### src/rtl/br_perf_monitor.sv
`timescale 1ns/1ps
// -----------------------------------------------------------------------------
// br_perf_monitor
//
// Consumes the branch-predictor probe outputs and accumulates performance
// statistics: saturating cycle/branch/miss counters, a sliding-window
// mispredict count over the last WIN_SIZE resolved branches, the PC of the
// most recent mispredict, and halt detection (HALT_INSN fetched for
// HALT_CYCLES consecutive cycles). A snapshot/acknowledge handshake exposes a
// coherent copy of the counters.
//
// Optional feature macro: BR_PERF_MONITOR_PRINT_EN
//   When defined, a simulation-only message reports cycles, branches, misses
//   and the per-mille miss rate on every RUN->HALTED transition.
//
// Ports:
//   clk_i, rst_i       clock; synchronous active-high reset
//   en_i               counting enable
//   br_instr_i         branch/jump resolved this cycle
//   br_miss_i          mispredict this cycle (qualified by br_instr_i)
//   instr_i            instruction currently fetched (halt detection)
//   t_instr_i          PC of the resolving branch
//   clear_i            zero live statistics, return to RUN
//   snap_req_i/ack_i   snapshot request / consume
//   snap_valid_o       snapshot registers hold a valid copy
//   snap_cyc/br/miss_o snapshot counter values
//   win_miss_o         mispredicts among the last WIN_SIZE branches (live)
//   last_miss_pc_o     PC of the most recent mispredict (live)
//   done_o             halt detected
//   err_o              sticky: br_miss_i seen without br_instr_i
// -----------------------------------------------------------------------------
module br_perf_monitor #(
   parameter int          CNT_W       = 32,
   parameter int          WIN_SIZE    = 16,
   parameter logic [31:0] HALT_INSN   = 32'h0000_006F,
   parameter int          HALT_CYCLES = 4
) (
   input  logic                        clk_i,
   input  logic                        rst_i,
   input  logic                        en_i,
   input  logic                        br_instr_i,
   input  logic                        br_miss_i,
   input  logic [31:0]                 instr_i,
   input  logic [31:0]                 t_instr_i,
   input  logic                        clear_i,
   input  logic                        snap_req_i,
   input  logic                        snap_ack_i,
   output logic                        snap_valid_o,
   output logic [CNT_W-1:0]            snap_cyc_o,
   output logic [CNT_W-1:0]            snap_br_o,
   output logic [CNT_W-1:0]            snap_miss_o,
   output logic [$clog2(WIN_SIZE):0]   win_miss_o,
   output logic [31:0]                 last_miss_pc_o,
   output logic                        done_o,
   output logic                        err_o
);

   localparam int WM_W = $clog2(WIN_SIZE) + 1;
   localparam int RL_W = $clog2(HALT_CYCLES + 1);

   typedef enum logic {
      ST_RUN,
      ST_HALTED
   } state_e;

   state_e              state_q, state_d;
   logic [RL_W-1:0]     run_len_q, run_len_d;
   logic [CNT_W-1:0]    cyc_q, cyc_d;
   logic [CNT_W-1:0]    br_q, br_d;
   logic [CNT_W-1:0]    miss_q, miss_d;
   logic [WIN_SIZE-1:0] win_q, win_d;
   logic [WM_W-1:0]     win_miss_q, win_miss_d;
   logic [31:0]         last_pc_q, last_pc_d;
   logic                err_q, err_d;
   logic                snap_valid_q, snap_valid_d;
   logic [CNT_W-1:0]    snap_cyc_q, snap_cyc_d;
   logic [CNT_W-1:0]    snap_br_q, snap_br_d;
   logic [CNT_W-1:0]    snap_miss_q, snap_miss_d;

   logic count_en;
   logic br_ev;
   logic miss_ev;

   // Events in a clear cycle are dropped, and nothing counts once halted.
   assign count_en = (state_q == ST_RUN) && en_i && !clear_i;
   assign br_ev    = count_en && br_instr_i;
   assign miss_ev  = br_ev && br_miss_i;

   // NOTE: every signal assigned here gets a default first, so no path can
   // leave it unassigned and infer a latch.
   always_comb begin
      state_d      = state_q;
      run_len_d    = run_len_q;
      cyc_d        = cyc_q;
      br_d         = br_q;
      miss_d       = miss_q;
      win_d        = win_q;
      win_miss_d   = win_miss_q;
      last_pc_d    = last_pc_q;
      err_d        = err_q | (br_miss_i & ~br_instr_i);
      snap_valid_d = snap_valid_q;
      snap_cyc_d   = snap_cyc_q;
      snap_br_d    = snap_br_q;
      snap_miss_d  = snap_miss_q;

      if (clear_i) begin
         state_d    = ST_RUN;
         run_len_d  = '0;
         cyc_d      = '0;
         br_d       = '0;
         miss_d     = '0;
         win_d      = '0;
         win_miss_d = '0;
         last_pc_d  = '0;
      end else if (state_q == ST_RUN) begin
         if (instr_i == HALT_INSN) begin
            run_len_d = run_len_q + RL_W'(1);
            if (run_len_q == RL_W'(HALT_CYCLES - 1)) begin
               state_d = ST_HALTED;
            end
         end else begin
            run_len_d = '0;
         end

         // Counters stick at all-ones instead of wrapping.
         if (count_en && !(&cyc_q)) begin
            cyc_d = cyc_q + CNT_W'(1);
         end
         if (br_ev) begin
            if (!(&br_q)) begin
               br_d = br_q + CNT_W'(1);
            end
            // The window starts as zeros, so the bit falling out contributes
            // nothing until WIN_SIZE branches have been seen.
            win_d      = {win_q[WIN_SIZE-2:0], miss_ev};
            win_miss_d = win_miss_q + WM_W'(miss_ev) - WM_W'(win_q[WIN_SIZE-1]);
         end
         if (miss_ev) begin
            if (!(&miss_q)) begin
               miss_d = miss_q + CNT_W'(1);
            end
            last_pc_d = t_instr_i;
         end
      end

      // Snapshot captures the registered (pre-update, pre-clear) counters.
      if (snap_valid_q) begin
         if (snap_ack_i) begin
            snap_valid_d = 1'b0;
         end
      end else if (snap_req_i) begin
         snap_valid_d = 1'b1;
         snap_cyc_d   = cyc_q;
         snap_br_d    = br_q;
         snap_miss_d  = miss_q;
      end
   end

   // NOTE: sequential state uses non-blocking assignments so every register
   // samples the pre-edge values of the others.
   always_ff @(posedge clk_i) begin
      if (rst_i) begin
         state_q      <= ST_RUN;
         run_len_q    <= '0;
         cyc_q        <= '0;
         br_q         <= '0;
         miss_q       <= '0;
         // NOTE: the window shift register must be reset, since win_miss_q
         // relies on it starting as all zeros.
         win_q        <= '0;
         win_miss_q   <= '0;
         last_pc_q    <= '0;
         err_q        <= 1'b0;
         snap_valid_q <= 1'b0;
         snap_cyc_q   <= '0;
         snap_br_q    <= '0;
         snap_miss_q  <= '0;
      end else begin
         state_q      <= state_d;
         run_len_q    <= run_len_d;
         cyc_q        <= cyc_d;
         br_q         <= br_d;
         miss_q       <= miss_d;
         win_q        <= win_d;
         win_miss_q   <= win_miss_d;
         last_pc_q    <= last_pc_d;
         err_q        <= err_d;
         snap_valid_q <= snap_valid_d;
         snap_cyc_q   <= snap_cyc_d;
         snap_br_q    <= snap_br_d;
         snap_miss_q  <= snap_miss_d;
      end
   end

   assign snap_valid_o   = snap_valid_q;
   assign snap_cyc_o     = snap_cyc_q;
   assign snap_br_o      = snap_br_q;
   assign snap_miss_o    = snap_miss_q;
   assign win_miss_o     = win_miss_q;
   assign last_miss_pc_o = last_pc_q;
   assign done_o         = (state_q == ST_HALTED);
   assign err_o          = err_q;

`ifdef BR_PERF_MONITOR_PRINT_EN
`ifndef SYNTHESIS
   function automatic longint unsigned per_mille(input logic [CNT_W-1:0] m,
                                                 input logic [CNT_W-1:0] b);
      if (b == '0) return 0;
      return (longint'(m) * 1000) / longint'(b);
   endfunction

   // Reports the statistics including the update of the halting cycle.
   always @(posedge clk_i) begin
      if (!rst_i && state_q == ST_RUN && state_d == ST_HALTED) begin
         $display("br_perf_monitor: halt cycles=%0d branches=%0d misses=%0d miss_rate=%0d/1000",
                  cyc_d, br_d, miss_d, per_mille(miss_d, br_d));
      end
   end
`endif
`endif

endmodule

### config.mk
export PLATFORM = sky130hd
export DESIGN_NAME = br_perf_monitor
export DESIGN_NICKNAME = d
export VERILOG_FILES = /design/src/rtl/br_perf_monitor.sv
export SDC_FILE = /design/constraint.sdc
export NUM_CORES = 1
export LEC_CHECK = 0
export ABC_AREA = 1
export BUFFER_PORTS_ARGS = -buffer_cell sky130_fd_sc_hd__buf_2
export CORE_MARGIN = 2
export CORE_UTILIZATION = 45
export DETAILED_ROUTE_END_ITERATION = 6
export PLACE_DENSITY = 0.67
export SLEW_MARGIN = 10
export SYNTH_ARGS = -nofsm -noshare
export SYNTH_HDL_FRONTEND = slang
export SYNTH_SLANG_ARGS = --single-unit
### constraint.sdc
create_clock -name clk_i -period 7.4 [get_ports clk_i]
set_input_delay 0.74 -clock clk_i [delete_from_list [all_inputs] [get_ports clk_i]]
set_output_delay 0.74 -clock clk_i [all_outputs]
set_load 0.02 [all_outputs]
# Word-level counts from Yosys, hierarchy flattened
# Index checks and enable logic that the tools add are counted.
# classes
shift	0
mul	0
muxes	7
order_cmp	0
reduce_logical	17
eq_ne	2
n_div	0
n_addsub	6
bitwise_logic	7
# ops
cell	n
adder 32 x 1 -> 32 bit (second input constant)	3
AND reduction 32 bit	3
== test 32 x 7 -> 1 bit (second input constant)	1
AND reduction 2 bit	4
two-way mux 1 bit	6
AND reduction 3 bit	2
adder 5 x 1 -> 5 bit	1
logical AND 1 bit	5
NOT 1 bit	5
subtractor 5 x 1 -> 5 bit	1
adder 3 x 1 -> 3 bit (second input constant)	1
== test 3 x 2 -> 1 bit (second input constant)	1
two-way mux 3 bit	1
logical NOT 1 bit	2
OR reduction 2 bit	1
bitwise AND 1 bit	1
OR 1 bit	1
# word_totals
elab_cells	52
ramBits	0
register_bits	251
output_inout_bits	136
latchBits	0
mem_bits_ro	0
mem_count	0

# Depth between registers and ports, before layout
# depth
ltp_word	7
mapped_depth	15
depth_no_buf	14

# Worst setup path before layout
# No wires, ideal clock.
# synth_timing
kind	in2reg
from	input port en_i
to	register win_miss_q[4], in the netlist win_miss_o[4]
path_slack_ps	4608
n_path_buf	1
arrival_ps	2659
path_stages	15
cell_sequence	inv_1 > nor2_1 > nand2_1 > nor2_4 > nand2_2 > clkbuf_1 > ha_1 > inv_1 > ha_1 > fa_1 > nand3_1 > nand2_1 > xor2_1 > nand2_1 > a21oi_1
# synth_via
elab_chain_cells	6
# synth_lines
item	line	source
from (decl)	40	input logic en_i,
logical AND 1 bit * (2 in series)	85	assign count_en = (state_q == ST_RUN) && en_i && !clear_i;
logical AND 1 bit *	86	assign br_ev = count_en && br_instr_i;
logical AND 1 bit	87	assign miss_ev = br_ev && br_miss_i;
adder 5 x 1 -> 5 bit	136	win_miss_d = win_miss_q + WM_W'(miss_ev) - WM_W'(win_q[WIN_SIZE-1]);
subtractor 5 x 1 -> 5 bit	136	
to (signal assigned)	185	win_miss_q <= win_miss_d;
to (decl)	72	logic [WM_W-1:0] win_miss_q, win_miss_d;
# Every way passes the cells marked *; elsewhere a longest branch is shown, timed or not.
# A chain may end at the register's enable or synchronous reset.

# Worst setup path after layout
# layout_timing
from	input port clear_i
to	register win_miss_q[4], in the netlist win_miss_o[4]
# layout_via
elab_chain_cells	6
# layout_lines
item	line	source
from (decl)	45	input logic clear_i,
logical NOT 1 bit	85	
logical AND 1 bit	85	
logical AND 1 bit	86	
logical AND 1 bit	87	
adder 5 x 1 -> 5 bit	136	
subtractor 5 x 1 -> 5 bit	136	
# Parallel ways exist; a longest one is shown, timed or not.

==> metrics list <==
- Run status: completed
- Yosys instantiated no cell more often than sky130_fd_sc_hd__nand2_1.
- Wire length on met3: 2.02 mm
* Reg2reg start: done_o$_SDFF_PP0_
* Clk sinks: 251
- Number of cells on the worst hold path: 3
* Area inside the core boundary: 25300 um2
* Area leader, netlist: sky130_fd_sc_hd__dfxtp_1
- Number of global-route vias before repair: 10100
- For this run, design rule violations remaining after detail routing come to 0.
- Final setup violation count: 0
- By count the netlist is led by 531 x sky130_fd_sc_hd__nand2_1, 310 x sky130_fd_sc_hd__nor2_1, 251 x sky130_fd_sc_hd__dfxtp_1, 152 x sky130_fd_sc_hd__a21oi_1, 125 x sky130_fd_sc_hd__inv_1.
- The final layout contains routed wiring with a total length of 30.1 mm.
- The number of antenna diodes in the final layout is 0.
- Minimum clock period after layout: 3.65 ns
* Post-detail-place hpwl: 21.3 mm
* CP Data Arrival Time: 4.02 ns
- Critical path fanouts, max: 41
- Number of vias in the routed layout: 11100
- Largest net degree at the start of global routing: 75
- In this run the tool buffered the top-level ports with 207 buffer cells.
- Ratio of final minimum period to clock period: 0.494
- Prior to clock tree synthesis, the placed netlist has a worst setup slack of 3.19 ns.
- The share of synthesized area in the top cell type comes to 0.432.
* Count of endpoints failing hold in the final timing report: 0
- For this run, the leading register cell type out of synthesis is sky130_fd_sc_hd__dfxtp_1.
* Overall overflow remaining after global route: 0
- Combined global-route utilization of all metal layers: 0.219
* Hold slack: 0.449 ns
* Total power draw: 0.00286 W
- Unrepaired setup endpoints after global routing: no
* Sequential cell area fraction in the yosys report: 0.432
* Total of warnings raised by yosys: 0
* Kind of launch point of the worst setup path: input pin
- The tool flagged a number of max-cap violations equal to 0.
- TritonCTS built the clock tree.
* Synthesized net count: 1805
- At the end of routability-driven placement, the weighted congestion stood at 0.882.
- After clock tree synthesis, the repair step resized 0 gates.
- In this run the horizontal extent of the chip is 165 um.
* Endpoint required time on the critical path: 7.77 ns
* Worst setup slack for register-to-register paths: 3.82 ns
- Dividing the synthesized area by the synthesized cell count gives 6.76 um2.
- The later pin in the worst-skew pair is clocked with a latency of 0.54 ns.
- Wire length per cell: 13.5 um
- Clock-pin slew was measured on the worst setup and hold paths at 0.06 ns.
* DR iter-0 viols: 695
- Leakage power of the design: 5.32 nW
- Height of the die: 165 um
- After synthesis the cells add up to 11600 um2.
* Async set-or-reset flop fraction in the synthesized netlist: 0
- Number of instances in the synthesized netlist: 1722
* Count of standard-cell rows: 58
- Deepest level of the CTS H-tree: 1
- Sum of met2 wire segment lengths after detailed routing: 13.7 mm
- The worst setup path is of the input pin to flop kind.
* Number of enable flip-flop cells after synthesis: 0
* Number of post-CTS setup repair buffers: 0
* Slew Limit Fails: 0
- Count of TritonRoute iterations in the first routing pass: 5
- Antenna-violating nets left: 0
* Setup slack after layout: 3.75 ns
- Top post-synthesis cells by area: sky130_fd_sc_hd__dfxtp_1 43%, sky130_fd_sc_hd__nand2_1 17%, sky130_fd_sc_hd__nor2_1 10%
* Synth-to-Final Area Change: 17.0%
- Endpoint kind of the worst setup timing path: flop
* Clock buffers created by TritonCTS: 26
- The worst-case IR drop observed on VDD is 0.000182 V.
* Startpoint of the worst setup timing path: clear_i
- Capture instance of the worst register-to-register path: win_miss_o[4]$_SDFFE_PP0P_
- Power per unit of standard cell area: 210 nW/um2
- The worst pin sits at a relative slew slack of 0.400.
- Slew at the pin closest to its max-slew limit: 0.898 ns
- Share of layout cells above drive strength 1: 0.148
- After clock tree synthesis, the flow added hold-fix buffers numbering 0.
- Yosys mapped the design onto 32 distinct sky130hd cell types.
* Final net count: 1969
- Counting flops and latches in the post-synthesis netlist gives 251.
* Wl on met1: 13.8 mm
* Vias per std cell: 4.96
- Highest metal layer with signal wires: met4
- For this configuration, the core starts out at a cell density of 0.461.
- During I/O placement, the number of pins put on the boundary was 208.
* Last element of the critical path: win_miss_o[4]$_SDFFE_PP0P_
- The tree is rooted in a sky130_fd_sc_hd__clkbuf_16.
* Number of antenna violations at the first check in global routing: 0
* Worst min path class: input pin to flop
- For the final database, setup skew stands at 0.0224 ns.
- Worst R2R Path Depth: 13
- Setup total negative slack on the finished layout was measured at 0 ns.
* Die area: 27200 um2
* CTS max path bufs: 3
- The first global-routing pass estimated 48.9 mm of wire.
- Max Fclk: 274 MHz
==> cell type report <==
cell class              count  area [um2]
inverters                 133         500
well taps                 330         413
clock inverters             3        17.5
repair buffers            213        1080
flip-flops and latches    251        5020
fillers                  2547       11600
multi-input cells        1261        5750
clock buffers              43         826
==> kinds of logic after synthesis <==
logic type      synth area share
simple gates               0.338
flops                      0.432
compound gates             0.114
buf+inv                   0.0752
xor+xnor                  0.0286
fa+ha+maj                 0.0125
==> sequential cells by signal, indices dropped and copies added, names as in the netlist, 5 cells and up <==
| name | count |
|---|---|
| cyc_q | 32 |
| miss_q | 32 |
| win_q | 16 |
| br_q | 32 |
| snap_miss_o | 32 |
| snap_cyc_o | 32 |
| win_miss_o | 5 |
| last_miss_pc_o | 32 |
| snap_br_o | 32 |
==> routing by layer <==
| layer | global-route usage | vias to the layer above |
|---|---|---|
| met3 | 0.0432 | 43 |
| met1 | 0.286 | 4940 |
| met2 | 0.374 | 269 |
| met4 | 0.0538 | 0 |
| met5 | 0 | - |
| li1 | - | 5820 |
==> worst max-delay path: stages <==
cell                      delay [ns]
sky130_fd_sc_hd__buf_2          0.12
sky130_fd_sc_hd__nor2_1         0.14
sky130_fd_sc_hd__nand2_1        0.12
sky130_fd_sc_hd__nor2_4         0.69
sky130_fd_sc_hd__nand2_2        0.64
sky130_fd_sc_hd__ha_1           0.49
sky130_fd_sc_hd__inv_1          0.04
sky130_fd_sc_hd__ha_1           0.20
sky130_fd_sc_hd__fa_1           0.41
sky130_fd_sc_hd__nand3_1        0.10
sky130_fd_sc_hd__nand2_1        0.07
sky130_fd_sc_hd__xor2_1         0.14
sky130_fd_sc_hd__nand2_1        0.06
sky130_fd_sc_hd__a21oi_1        0.06
==> stage by stage <==
| stage | area, um2 | util | cells |
|---|---|---|---|
| finish | 13600 | 0.539 | 2234 |
| global route | 13600 | 0.539 | 2234 |
| CTS | 13600 | 0.539 | 2234 |
| detailed placement | 12800 | 0.506 | 2188 |
| global placement | 12800 | 0.506 | 2188 |
| floorplan | 11600 | - | 1722 |
==> layout by cell type (no fill, tap or decap), types with 6 or more instances in the layout <==
cell type,instances
sky130_fd_sc_hd__ha_1,10
sky130_fd_sc_hd__xnor2_1,10
sky130_fd_sc_hd__xor2_1,28
sky130_fd_sc_hd__buf_4,7
sky130_fd_sc_hd__nor2_1,308
sky130_fd_sc_hd__clkbuf_1,7
sky130_fd_sc_hd__nand2_1,531
sky130_fd_sc_hd__nand2_2,9
sky130_fd_sc_hd__clkbuf_16,27
sky130_fd_sc_hd__buf_2,206
sky130_fd_sc_hd__a211oi_1,50
sky130_fd_sc_hd__nand4_1,35
sky130_fd_sc_hd__nor3_1,11
sky130_fd_sc_hd__inv_1,125
sky130_fd_sc_hd__nor2_4,6
sky130_fd_sc_hd__a21oi_1,152
sky130_fd_sc_hd__dfxtp_1,251
sky130_fd_sc_hd__o21ai_0,29
sky130_fd_sc_hd__clkbuf_8,9
sky130_fd_sc_hd__nand3_1,64
==> report_power, final <==
group          internal (W)  switching [W]
logic             0.0000573       0.000132
registers           0.00138      0.0000130
clock network      0.000754       0.000528
==> worst min path at each step <==
stage,from,end,slack [ns]
CTS,t_instr_i[6],last_miss_pc_o[6]$_SDFFE_PP0P_,0.43
detailed placement,snap_cyc_o[29]$_SDFFE_PP0P_,snap_cyc_o[29]$_SDFFE_PP0P_,0.45
floorplan,run_len_q[2]$_SDFFE_PP0N_,run_len_q[2]$_SDFFE_PP0N_,0.44
global placement,snap_miss_o[14]$_SDFFE_PP0P_,snap_miss_o[14]$_SDFFE_PP0P_,0.45
global route,t_instr_i[7],last_miss_pc_o[7]$_SDFFE_PP0P_,0.43
finish,t_instr_i[9],last_miss_pc_o[9]$_SDFFE_PP0P_,0.45
No activity file was read; power rests on OpenSTA's default activity.
